### src/rtl/mul_share_pkg.sv
// Shared types and default sizes for mul_share_arbiter and its sub-modules.
package mul_share_pkg;

   localparam int DATA_LEN_DEF    = 32;
   localparam int MUL_LATENCY_DEF = 2;
   // Tag index is sized for the largest supported requester count (16).
   localparam int TAG_IDX_W       = 4;

   typedef enum logic [1:0] {
      SLOT_IDLE     = 2'd0,
      SLOT_INFLIGHT = 2'd1,
      SLOT_HOLD     = 2'd2
   } t_slot_state;

   typedef struct packed {
      logic                 valid;
      logic [TAG_IDX_W-1:0] index;
   } t_tag;

   localparam t_tag TAG_NONE = '{valid: 1'b0, index: {TAG_IDX_W{1'b0}}};

endpackage

### src/rtl/mul_share_arbiter_chk.sv
// Protocol checks for mul_share_arbiter: grant stays one-hot and a capture never lands on a held slot.
module mul_share_arbiter_chk #(
   parameter int N = 4
) (
   input logic         clk,
   input logic         reset,
   input logic [N-1:0] grant,
   input logic [N-1:0] capture,
   input logic [N-1:0] hold
);

   a_capture_not_hold: assert property (@(posedge clk) disable iff (reset)
      (capture & hold) == {N{1'b0}});

   a_grant_onehot0: assert property (@(posedge clk) disable iff (reset)
      $onehot0(grant));

endmodule

### src/rtl/mul_share_arbiter_rr.sv
// Round-robin arbiter: combinational one-hot grant starting at a registered pointer.
module rr_arbiter #(
   parameter int N = 4
) (
   input  logic                 clk,
   input  logic                 reset,
   input  logic [N-1:0]         req,
   input  logic                 advance,
   output logic [N-1:0]         grant,
   output logic [$clog2(N)-1:0] grant_idx
);
   localparam int IDX_W = $clog2(N);
   localparam int SW    = IDX_W + 1;
   localparam logic [IDX_W-1:0] LAST_IDX = IDX_W'(N - 1);
   localparam logic [IDX_W-1:0] IDX_ONE  = IDX_W'(1);

   logic [IDX_W-1:0] ptr_q, ptr_d;
   logic [SW-1:0]    sum_s, wrap_s;
   logic [IDX_W-1:0] cand_s;
   logic             hit_s, found_s;

   // First requesting index at or after the pointer, wrapping at N-1
   always_comb begin
      grant     = {N{1'b0}};
      grant_idx = {IDX_W{1'b0}};
      found_s   = 1'b0;
      sum_s     = {SW{1'b0}};
      wrap_s    = {SW{1'b0}};
      cand_s    = {IDX_W{1'b0}};
      hit_s     = 1'b0;
      for (int k = 0; k < N; k++) begin
         sum_s     = {1'b0, ptr_q} + SW'(k);
         wrap_s    = (sum_s >= SW'(N)) ? (sum_s - SW'(N)) : sum_s;
         cand_s    = wrap_s[IDX_W-1:0];
         hit_s     = ~found_s & req[cand_s];
         grant     = grant | ({N{hit_s}} & ({{(N-1){1'b0}}, 1'b1} << cand_s));
         grant_idx = hit_s ? cand_s : grant_idx;
         found_s   = found_s | hit_s;
      end
   end

   // Pointer moves past the winner only when a grant is taken
   always_comb begin
      ptr_d = ptr_q;
      if (advance) begin
         ptr_d = (grant_idx == LAST_IDX) ? {IDX_W{1'b0}} : (grant_idx + IDX_ONE);
      end else begin
         ptr_d = ptr_q;
      end
   end

   // Pointer register
   always_ff @(posedge clk) begin
      if (reset) begin
         ptr_q <= {IDX_W{1'b0}};
      end else begin
         ptr_q <= ptr_d;
      end
   end

endmodule

### src/rtl/mul_share_arbiter.sv
// Shares one external pipelined multiplier among NUM_REQ requesters with round-robin issue.
// Optional event counters are built when MUL_SHARE_ARBITER_PERF_CNT_EN is defined.
module mul_share_arbiter
   import mul_share_pkg::*;
#(
   parameter int NUM_REQ     = 4,
   parameter int DATA_LEN    = DATA_LEN_DEF,
   parameter int MUL_LATENCY = MUL_LATENCY_DEF
) (
   input  logic                          clk,
   input  logic                          reset,
   input  logic [NUM_REQ-1:0]            req_valid,
   output logic [NUM_REQ-1:0]            req_ready,
   input  logic [NUM_REQ*DATA_LEN-1:0]   req_a,
   input  logic [NUM_REQ*DATA_LEN-1:0]   req_b,
   output logic [NUM_REQ-1:0]            rsp_valid,
   input  logic [NUM_REQ-1:0]            rsp_ready,
   output logic [NUM_REQ*DATA_LEN-1:0]   rsp_data,
   output logic [DATA_LEN-1:0]           mul_a,
   output logic [DATA_LEN-1:0]           mul_b,
   input  logic [DATA_LEN-1:0]           mul_result,
   output logic                          busy
`ifdef MUL_SHARE_ARBITER_PERF_CNT_EN
   ,
   output logic [31:0]                   perf_issue_cnt,
   output logic [31:0]                   perf_stall_cnt,
   output logic [31:0]                   perf_hold_cnt
`endif
);
   localparam int IDX_W  = $clog2(NUM_REQ);
   localparam int STAGES = MUL_LATENCY + 1;

   logic [NUM_REQ-1:0] idle_s, hold_s, capture_s, eligible_s, grant_s, not_idle_d_s;
   logic [IDX_W-1:0]   grant_idx_s;
   logic               issue_s;
   t_tag               tag_in_s, tag_out_s;
   t_tag [STAGES-1:0]  tag_q;
   logic [DATA_LEN-1:0] mul_a_q, mul_b_q;
   logic [NUM_REQ:0][DATA_LEN-1:0] chain_a_s, chain_b_s;
   logic               busy_q;

   assign eligible_s = req_valid & idle_s;
   assign issue_s    = |grant_s;
   assign req_ready  = grant_s;

   rr_arbiter #(.N(NUM_REQ)) u_rr (
      .clk       (clk),
      .reset     (reset),
      .req       (eligible_s),
      .advance   (issue_s),
      .grant     (grant_s),
      .grant_idx (grant_idx_s)
   );

   // One-hot AND-OR operand mux; all-zero when nothing is granted.
   assign chain_a_s[0] = {DATA_LEN{1'b0}};
   assign chain_b_s[0] = {DATA_LEN{1'b0}};
   for (genvar i = 0; i < NUM_REQ; i++) begin : g_mux
      assign chain_a_s[i+1] = chain_a_s[i] | (req_a[i*DATA_LEN +: DATA_LEN] & {DATA_LEN{grant_s[i]}});
      assign chain_b_s[i+1] = chain_b_s[i] | (req_b[i*DATA_LEN +: DATA_LEN] & {DATA_LEN{grant_s[i]}});
   end

   assign tag_in_s  = '{valid: issue_s, index: TAG_IDX_W'(grant_idx_s)};
   assign tag_out_s = tag_q[STAGES-1];

   // Operand registers, tag pipeline and busy flag
   always_ff @(posedge clk) begin
      if (reset) begin
         mul_a_q <= {DATA_LEN{1'b0}};
         mul_b_q <= {DATA_LEN{1'b0}};
         tag_q   <= {STAGES{TAG_NONE}};
         busy_q  <= 1'b0;
      end else begin
         mul_a_q <= chain_a_s[NUM_REQ];
         mul_b_q <= chain_b_s[NUM_REQ];
         tag_q   <= {tag_q[STAGES-2:0], tag_in_s};
         busy_q  <= |not_idle_d_s;
      end
   end

   assign mul_a = mul_a_q;
   assign mul_b = mul_b_q;
   assign busy  = busy_q;

   for (genvar i = 0; i < NUM_REQ; i++) begin : g_slot
      localparam logic [TAG_IDX_W-1:0] SLOT_ID = TAG_IDX_W'(i);
      t_slot_state         state_q, state_d;
      logic                rsp_valid_q;
      logic [DATA_LEN-1:0] data_q;

      assign capture_s[i]    = tag_out_s.valid & (tag_out_s.index == SLOT_ID);
      assign idle_s[i]       = (state_q == SLOT_IDLE);
      assign hold_s[i]       = (state_q == SLOT_HOLD);
      assign not_idle_d_s[i] = (state_d != SLOT_IDLE);
      assign rsp_valid[i]    = rsp_valid_q;
      assign rsp_data[i*DATA_LEN +: DATA_LEN] = data_q;

      // Slot next state: HOLD is exactly the response-valid state
      always_comb begin
         state_d = state_q;
         case (state_q)
            SLOT_IDLE:     state_d = grant_s[i]   ? SLOT_INFLIGHT : SLOT_IDLE;
            SLOT_INFLIGHT: state_d = capture_s[i] ? SLOT_HOLD     : SLOT_INFLIGHT;
            SLOT_HOLD:     state_d = rsp_ready[i] ? SLOT_IDLE     : SLOT_HOLD;
            default:       state_d = SLOT_IDLE;
         endcase
      end

      // Slot state and response registers
      always_ff @(posedge clk) begin
         if (reset) begin
            state_q     <= SLOT_IDLE;
            rsp_valid_q <= 1'b0;
            data_q      <= {DATA_LEN{1'b0}};
         end else begin
            state_q     <= state_d;
            rsp_valid_q <= (state_d == SLOT_HOLD);
            data_q      <= (capture_s[i] && (state_q == SLOT_INFLIGHT)) ? mul_result : data_q;
         end
      end
   end

   mul_share_arbiter_chk #(.N(NUM_REQ)) u_chk (
      .clk     (clk),
      .reset   (reset),
      .grant   (grant_s),
      .capture (capture_s),
      .hold    (hold_s)
   );

`ifdef MUL_SHARE_ARBITER_PERF_CNT_EN
   logic [31:0] perf_issue_q, perf_stall_q, perf_hold_q;
   logic        stall_s, hold_wait_s;

   assign stall_s     = (|req_valid) & ~issue_s;
   assign hold_wait_s = |(hold_s & ~rsp_ready);

   // Event counters, wrapping modulo 2^32
   always_ff @(posedge clk) begin
      if (reset) begin
         perf_issue_q <= 32'd0;
         perf_stall_q <= 32'd0;
         perf_hold_q  <= 32'd0;
      end else begin
         perf_issue_q <= perf_issue_q + {31'd0, issue_s};
         perf_stall_q <= perf_stall_q + {31'd0, stall_s};
         perf_hold_q  <= perf_hold_q  + {31'd0, hold_wait_s};
      end
   end

   assign perf_issue_cnt = perf_issue_q;
   assign perf_stall_cnt = perf_stall_q;
   assign perf_hold_cnt  = perf_hold_q;
`else
   // Counters are not built in this configuration.
`endif

endmodule

### config.mk
export PLATFORM = sky130hd
export DESIGN_NAME = mul_share_arbiter
export DESIGN_NICKNAME = d
export VERILOG_FILES = /design/src/rtl/mul_share_pkg.sv /design/src/rtl/mul_share_arbiter_chk.sv /design/src/rtl/mul_share_arbiter_rr.sv /design/src/rtl/mul_share_arbiter.sv
export SDC_FILE = /design/constraint.sdc
export NUM_CORES = 1
export LEC_CHECK = 0
export CORE_AREA = 2 2 193 195
export DETAILED_ROUTE_END_ITERATION = 16
export DIE_AREA = 0 0 195 197
export GPL_TIMING_DRIVEN = 0
export MAX_ROUTING_LAYER = met4
export SYNTH_ARGS = -nofsm -noshare
export SYNTH_HDL_FRONTEND = slang
export SYNTH_SLANG_ARGS = --single-unit
### constraint.sdc
create_clock -name clk -period 2.63 [get_ports clk]
set_input_delay 0.3945 -clock clk [delete_from_list [all_inputs] [get_ports clk]]
set_output_delay 0.3945 -clock clk [all_outputs]
set_load 0.03 [all_outputs]
# --- Yosys cells after proc, flatten, opt, wreduce, memory -nomap -nowiden ---
# Cells that the tools add are included.
word_totals:
  regBits: 222
  input_bits: 298
  ramBits: 0
  output_inout_bits: 201
  elab_cells: 141
  n_memories: 0
  rom_bits: 0
  latchBits: 0
classes:
  shifts: 4
  n_mux: 33
  reduce_logical: 15
  n_eq_ne: 16
  add_sub_neg: 8
  n_bitwise: 34
  div_mod_pow: 0
  magnitude_cmp: 8
  n_mul: 0
op_table:
  columns: ["cell", "n"]
  rows:
  - ["$and 32x32->32", 8]
  - ["$or 32x32->32", 6]
  - ["$mux 2", 17]
  - ["$pmux 2 s3", 4]
  - ["$and 4x4->4", 5]
  - ["$eq 2x2->1 const B", 9]
  - ["$shl 1x2->4 const A", 4]
  - ["$lt 2x3->1 const B", 4]
  - ["$or 4x4->4", 3]
  - ["$ge 3x3->1 const B", 3]
  - ["$bmux 1 s2", 4]
  - ["$eq 2x1->1 const B", 4]
  - ["$eq 4x2->1 const B", 2]
  - ["$logic_not 2->1", 4]
  - ["$mux 1", 8]
  - ["$reduce_bool 2->1", 4]
  - ["$reduce_or 4->1", 2]
  - ["$sub 2x1->2 const B", 4]
  - ["$and 1x1->1", 7]
  - ["$add 2x2->3 const B", 2]
  - ["$eq 4x1->1 const B", 1]
  - ["$logic_and 1x1->1", 4]
  - ["$logic_not 4->1", 1]
  - ["$add 2x1->3 const B", 1]
  - ["other kinds (4)", 7]

# --- Depth between registers and ports, before layout ---
depth:
  ltp_word: 18
  ltp_mapped: 12
  depth_no_buf: 9

# --- By module ---
# Synthesis repeated with hierarchy kept, for this count alone.
hier_totals:
  hier_cells: 985
  area_unflattened_um2: 8431.8
modules_own_cells:
  columns: ["module", "instances", "cells_per_inst", "seq_area_each_um2", "area_each_um2"]
  rows:
  - ["mul_share_arbiter", 1, 935, 4284.1, 7947.6]
  - ["rr_arbiter", 1, 50, 40.0, 484.2]

# --- Worst setup path after synthesis ---
# Ideal clock, no wire load.
synth_path:
  path_kind: "register -> register"
  startpoint: "register with a tool-made name"
  endpoint: "register u_rr.ptr_q[1]"
  path_stages_with_launch: 12
  setup_time_ns: 0.132
  n_path_buf: 3
  setup_slack_ns: -0.131
  arrival_time_ns: 2.629
  period_less_slack_ns: 2.761
  t_required_ns: 2.498
  cell_sequence: "dfxtp_1 > inv_1 > ha_1 > clkbuf_1 > mux4_2 > a21oi_1 > a21oi_1 > a221o_1 > buf_6 > buf_2 > o311ai_0 > a21oi_1"
synth_rtl:
  columns: ["item", "line", "source"]
  rows:
  - ["end signal: assignment", "mul_share_arbiter_rr.sv:55", "ptr_q <= {IDX_W{1'b0}};"]
  - ["end signal: assignment", "mul_share_arbiter_rr.sv:57", "ptr_q <= ptr_d;"]
  - ["end: declaration", "mul_share_arbiter_rr.sv:17", "logic [IDX_W-1:0] ptr_q, ptr_d;"]

# --- Worst setup path in the final report ---
layout_path:
  startpoint: "input port req_valid[2]"
  endpoint: "output port req_ready[1]"
layout_between:
  elab_chain_cells: 13
  word_cells_on_any_way: 24
  classes_between: "8 x mux; 16 x bitwise"
layout_lines:
  columns: ["item", "line", "source"]
  rows:
  - ["start: declaration", "mul_share_arbiter.sv:12", "input logic [NUM_REQ-1:0] req_valid,"]
  - ["$and 4x4->4 *", "mul_share_arbiter.sv:42", "assign eligible_s = req_valid & idle_s;"]
  - ["$bmux 1 s2", "mul_share_arbiter_rr.sv:35", "hit_s = ~found_s & req[cand_s];"]
  - ["$mux 1 (implied by the code)", "mul_share_arbiter_rr.sv:35", null]
  - ["$not 1->1", "mul_share_arbiter_rr.sv:35", null]
  - ["$and 1x1->1", "mul_share_arbiter_rr.sv:35", null]
  - ["$or 1x1->1", "mul_share_arbiter_rr.sv:38", "found_s = found_s | hit_s;"]
  - ["$not 1->1", "mul_share_arbiter_rr.sv:35", null]
  - ["$and 1x1->1", "mul_share_arbiter_rr.sv:35", null]
  - ["$or 1x1->1", "mul_share_arbiter_rr.sv:38", null]
  - ["$not 1->1", "mul_share_arbiter_rr.sv:35", null]
  - ["$and 1x1->1", "mul_share_arbiter_rr.sv:35", null]
  - ["$and 4x4->4", "mul_share_arbiter_rr.sv:36", "grant = grant | ({N{hit_s}} & ({{(N-1){1'b0}}, 1'b1} << cand_s));"]
  - ["$or 4x4->4 *", "mul_share_arbiter_rr.sv:36", null]
  - ["end: declaration", "mul_share_arbiter.sv:13", "output logic [NUM_REQ-1:0] req_ready,"]
# Mark *: on every way between the ends. The rest lies on a longest branch, timed or not. The select of a mux whose other input is x is not followed.

==> results.md <==
* Status: complete, but fails checks
* Violated checks: setup timing
* Max clock buf depth at 3
* Die Width at 195 um
* Gr usage total at 20.9%
* Unrepaired setup endpoints after global routing: true
* Flops & latches, synth at 216
* Initial core utilization at 23.5%
* Post-synth cell types at 50
* Antenna Nets Post-Route at 0
* Hold Crit Class: flip-flop to flip-flop
* Critical path class: input port to output port
* Share of layout cells above drive strength 1 at 12.9%
* Core box area at 0.0363 mm^2
* Area leader, netlist: dfxtp_1
* Critical Path RT at 2.24 ns
* Sequential-to-total area share from yosys stat at 50.7%
* Static Leakage at 5.50 nW
* Clock buffer count from CTS at 25
* PortBufs at 497
* Slowest cell delay on critical path at 0.55 ns
* Vias post-DR at 9801
* Via density at 4.75
* CTS tree: done
* Cell Area, Synth at 0.00852 mm^2
* Final Hold Viols at 0
* I/O Pins at 499
* Mapped Cells at 1017
* H-tree depth at 1
* Max FO, Critical Path at 4
* Clk_skew at 0.0131 ns
* Cell Chain, Critical Path: clkdlybuf4s50_1 -> nor3b_2 -> nand2_1 -> mux4_2 -> nor2_1 -> a221o_1 -> buf_12 -> buf_8
* Post-synth ARST share at 0%
* Post-synth EDFFs at 0
* Overflow after GRT at 0
* Cell Count Post-Placement at 1982
* Worst vdd ir at 0.000556 V
* Cell area power density at 1080 mW/mm^2
* Die Height at 197 um
* Global-route wire length before repair at 59.4 mm
* Most common cell in the synthesized netlist: nand2_1
* Placer Congestion at 0.879
* Yosys top cell area share at 50.7%
* Largest net degree at the start of global routing at 15
* Worst-Skew Late Latency at 0.55 ns
* Max Slew Vio Count at 0
* Fin nets at 1876
* Vias in the first global route at 9628
* Clk sink count at 216
* Rel. slew slack at 30.5%
* Mean Syn Cell Area at 8.38 um^2
* Syn Nets at 1319
* Final setup violation count at 20
* RR Startpoint: u_rr.ptr_q[1]
* Max cap viols at 0
* Yosys warns at 0
* Fin crit period at 3.02 ns
* Root Buffer: clkbuf_16
* Worst-margin pin slew at 1.04 ns
* Die area at 0.0384 mm^2
* Final non-filler cell total at 2063
* Final hold slack at 0.435 ns
* Drt wl/cell at 20.5 um
* CP startpoint: req_valid[2]
* Fmax at 331 MHz
* Synth area leaders: dfxtp_1 (51%), a21oi_1 (12%), nand2_1 (12%), a22oi_1 (11%), clkbuf_1 (2.7%)
* CP Capture Type: output port
* Fillers at 3594
* Detailed Place HPWL at 31.3 mm
* Worst EP arrival at 2.62 ns
* Row count at 70
* Synth top cells by count: nand2_1 (269), dfxtp_1 (216), a21oi_1 (208), a22oi_1 (129), clkbuf_1 (61)
* Pre-antenna DRT Iters at 5
* Initial antenna violation count at 4
* WL final at 42.3 mm
* Drt drc at 0
* Initial drt markers at 481
* Min setup slack post-route at -0.389 ns
* Final worst-path cycle share at 115%
* Startpoint class of the critical path: input port
* Clock slew at reported path FFs at 0.06 ns
* Layout overhead on the synthesized area at 85.7%
* CP max-delay cell: clkdlybuf4s50_1
* Ys flop type: dfxtp_1
* Min-delay src: tag_q[0]
kinds of logic after synthesis:
family                   count (synthesis)  synth area share, %
AO/OA/AOI/OAI                          363                 26.2
adder cells (fa/ha/maj)                  4                0.587
buffers and inverters                   94                 4.87
flip-flops                             216                 50.7
multiplexers                             3                0.793
AND/OR/NAND/NOR                        337                 16.8
layer usage:
metal  track usage, %  part of all wire [%]
met5                -                     0
met4             6.08                   2.6
met3             4.74                   6.8
met2             32.4                    47
met1             27.2                    44
layout make-up:
type	instances	area [um^2]	share of cell area [%]
clock buffers	32	672	4.25
flip-flops and latches	216	4340	27.4
clock inverters	12	128	0.806
inverters	6	32.5	0.206
diodes	4	10.0	0.0633
well taps	468	586	3.70
multi-input cells	707	4190	26.5
repair buffers	533	5300	33.5
plain buffers	85	566	3.57
power breakdown:
part / switching (W) / internal, W
clock: 0.00153 / 0.00193
combinational: 0.00514 / 0.00444
sequential: 0.000211 / 0.00383
final timing paths:
path,end,slack (ns),cells after the start
max,req_ready[1],-0.39,8
min reg2reg,tag_q[5],0.44,1
max reg2reg,u_rr.ptr_q[1],-0.19,11
min,tag_q[5],0.44,1
state kept, by name, indices dropped and copies added (netlist names), named ones only:
name and count:
g_slot.rsp_valid_q 4, g_slot.state_q 8, u_rr.ptr_q 1, mul_a 32, mul_b 32, tag_out_s 3, tag_q 6, busy 1
g_slot.data_q 128
repair_timing:
action                     CTS  global route
pin swaps                   21            11
setup endpoints to repair   74            73
gates resized for setup    138            75
cloned                       1             0
buffers inserted            31             4
hold buffers                 0             0
placed cells by master, fill, tap and decap left out, types with 2 or more instances in the layout:
master / Yosys / final
buf_4: 9 / 37
clkbuf_16: 0 / 25
a22oi_1: 129 / 82
a21oi_4: 0 / 2
a21oi_2: 0 / 5
clkbuf_8: 0 / 2
nand3_1: 3 / 3
nor3_1: 3 / 2
clkinvlp_4: 0 / 5
a22oi_2: 0 / 47
clkbuf_1: 61 / 57
nor2_1: 22 / 22
buf_6: 1 / 25
or4_1: 2 / 2
clkinv_4: 0 / 3
dfxtp_1: 216 / 207
clkdlybuf4s50_1: 0 / 493
ha_1: 4 / 3
or3b_1: 3 / 3
dfxtp_2: 0 / 7
nand2_1: 269 / 269
buf_12: 0 / 4
a221o_1: 2 / 2
inv_1: 6 / 4
o211ai_1: 2 / 2
nor3b_1: 3 / 2
mux4_2: 3 / 3
or2_4: 0 / 2
buf_8: 0 / 4
nor3b_4: 0 / 3
nor2b_1: 8 / 8
o21ai_0: 2 / 2
a21oi_1: 208 / 201
diode_2: 0 / 4
or2_2: 5 / 3
dfxtp_4: 0 / 2
and3_1: 4 / 4
a211o_1: 3 / 3
and3b_1: 2 / 2
through the flow:
| stage | utilization (%) | setup slack (ns) | setup TNS (ns) | instance area [um^2] | total power [W] |
|---|---|---|---|---|---|
| 3_5_place_dp | 38.8 | -1.27 | -51.24 | 14100 | 0.0113 |
| 3_3_place_gp | 38.8 | -1.24 | -48.89 | 14100 | 0.0113 |
| 4_1_cts | 42.9 | -0.383 | -1.74 | 15500 | 0.0165 |
| 6_report | 43.6 | -0.389 | -2.23 | 15800 | 0.0171 |
| 2_1_floorplan | - | 0.0359 | 0 | 8520 | 0.00846 |
| 5_1_grt | 43.6 | -0.490 | -6.06 | 15800 | 0.0179 |
critical path: cells and delay by family:
| kind | cells | cell delay, ns |
|---|---|---|
| buf+inv | 3 | 0.80 |
| compound gates | 1 | 0.27 |
| mux | 1 | 0.52 |
| simple gates | 3 | 0.63 |
Note: power is estimated with default switching activity, not from simulation.
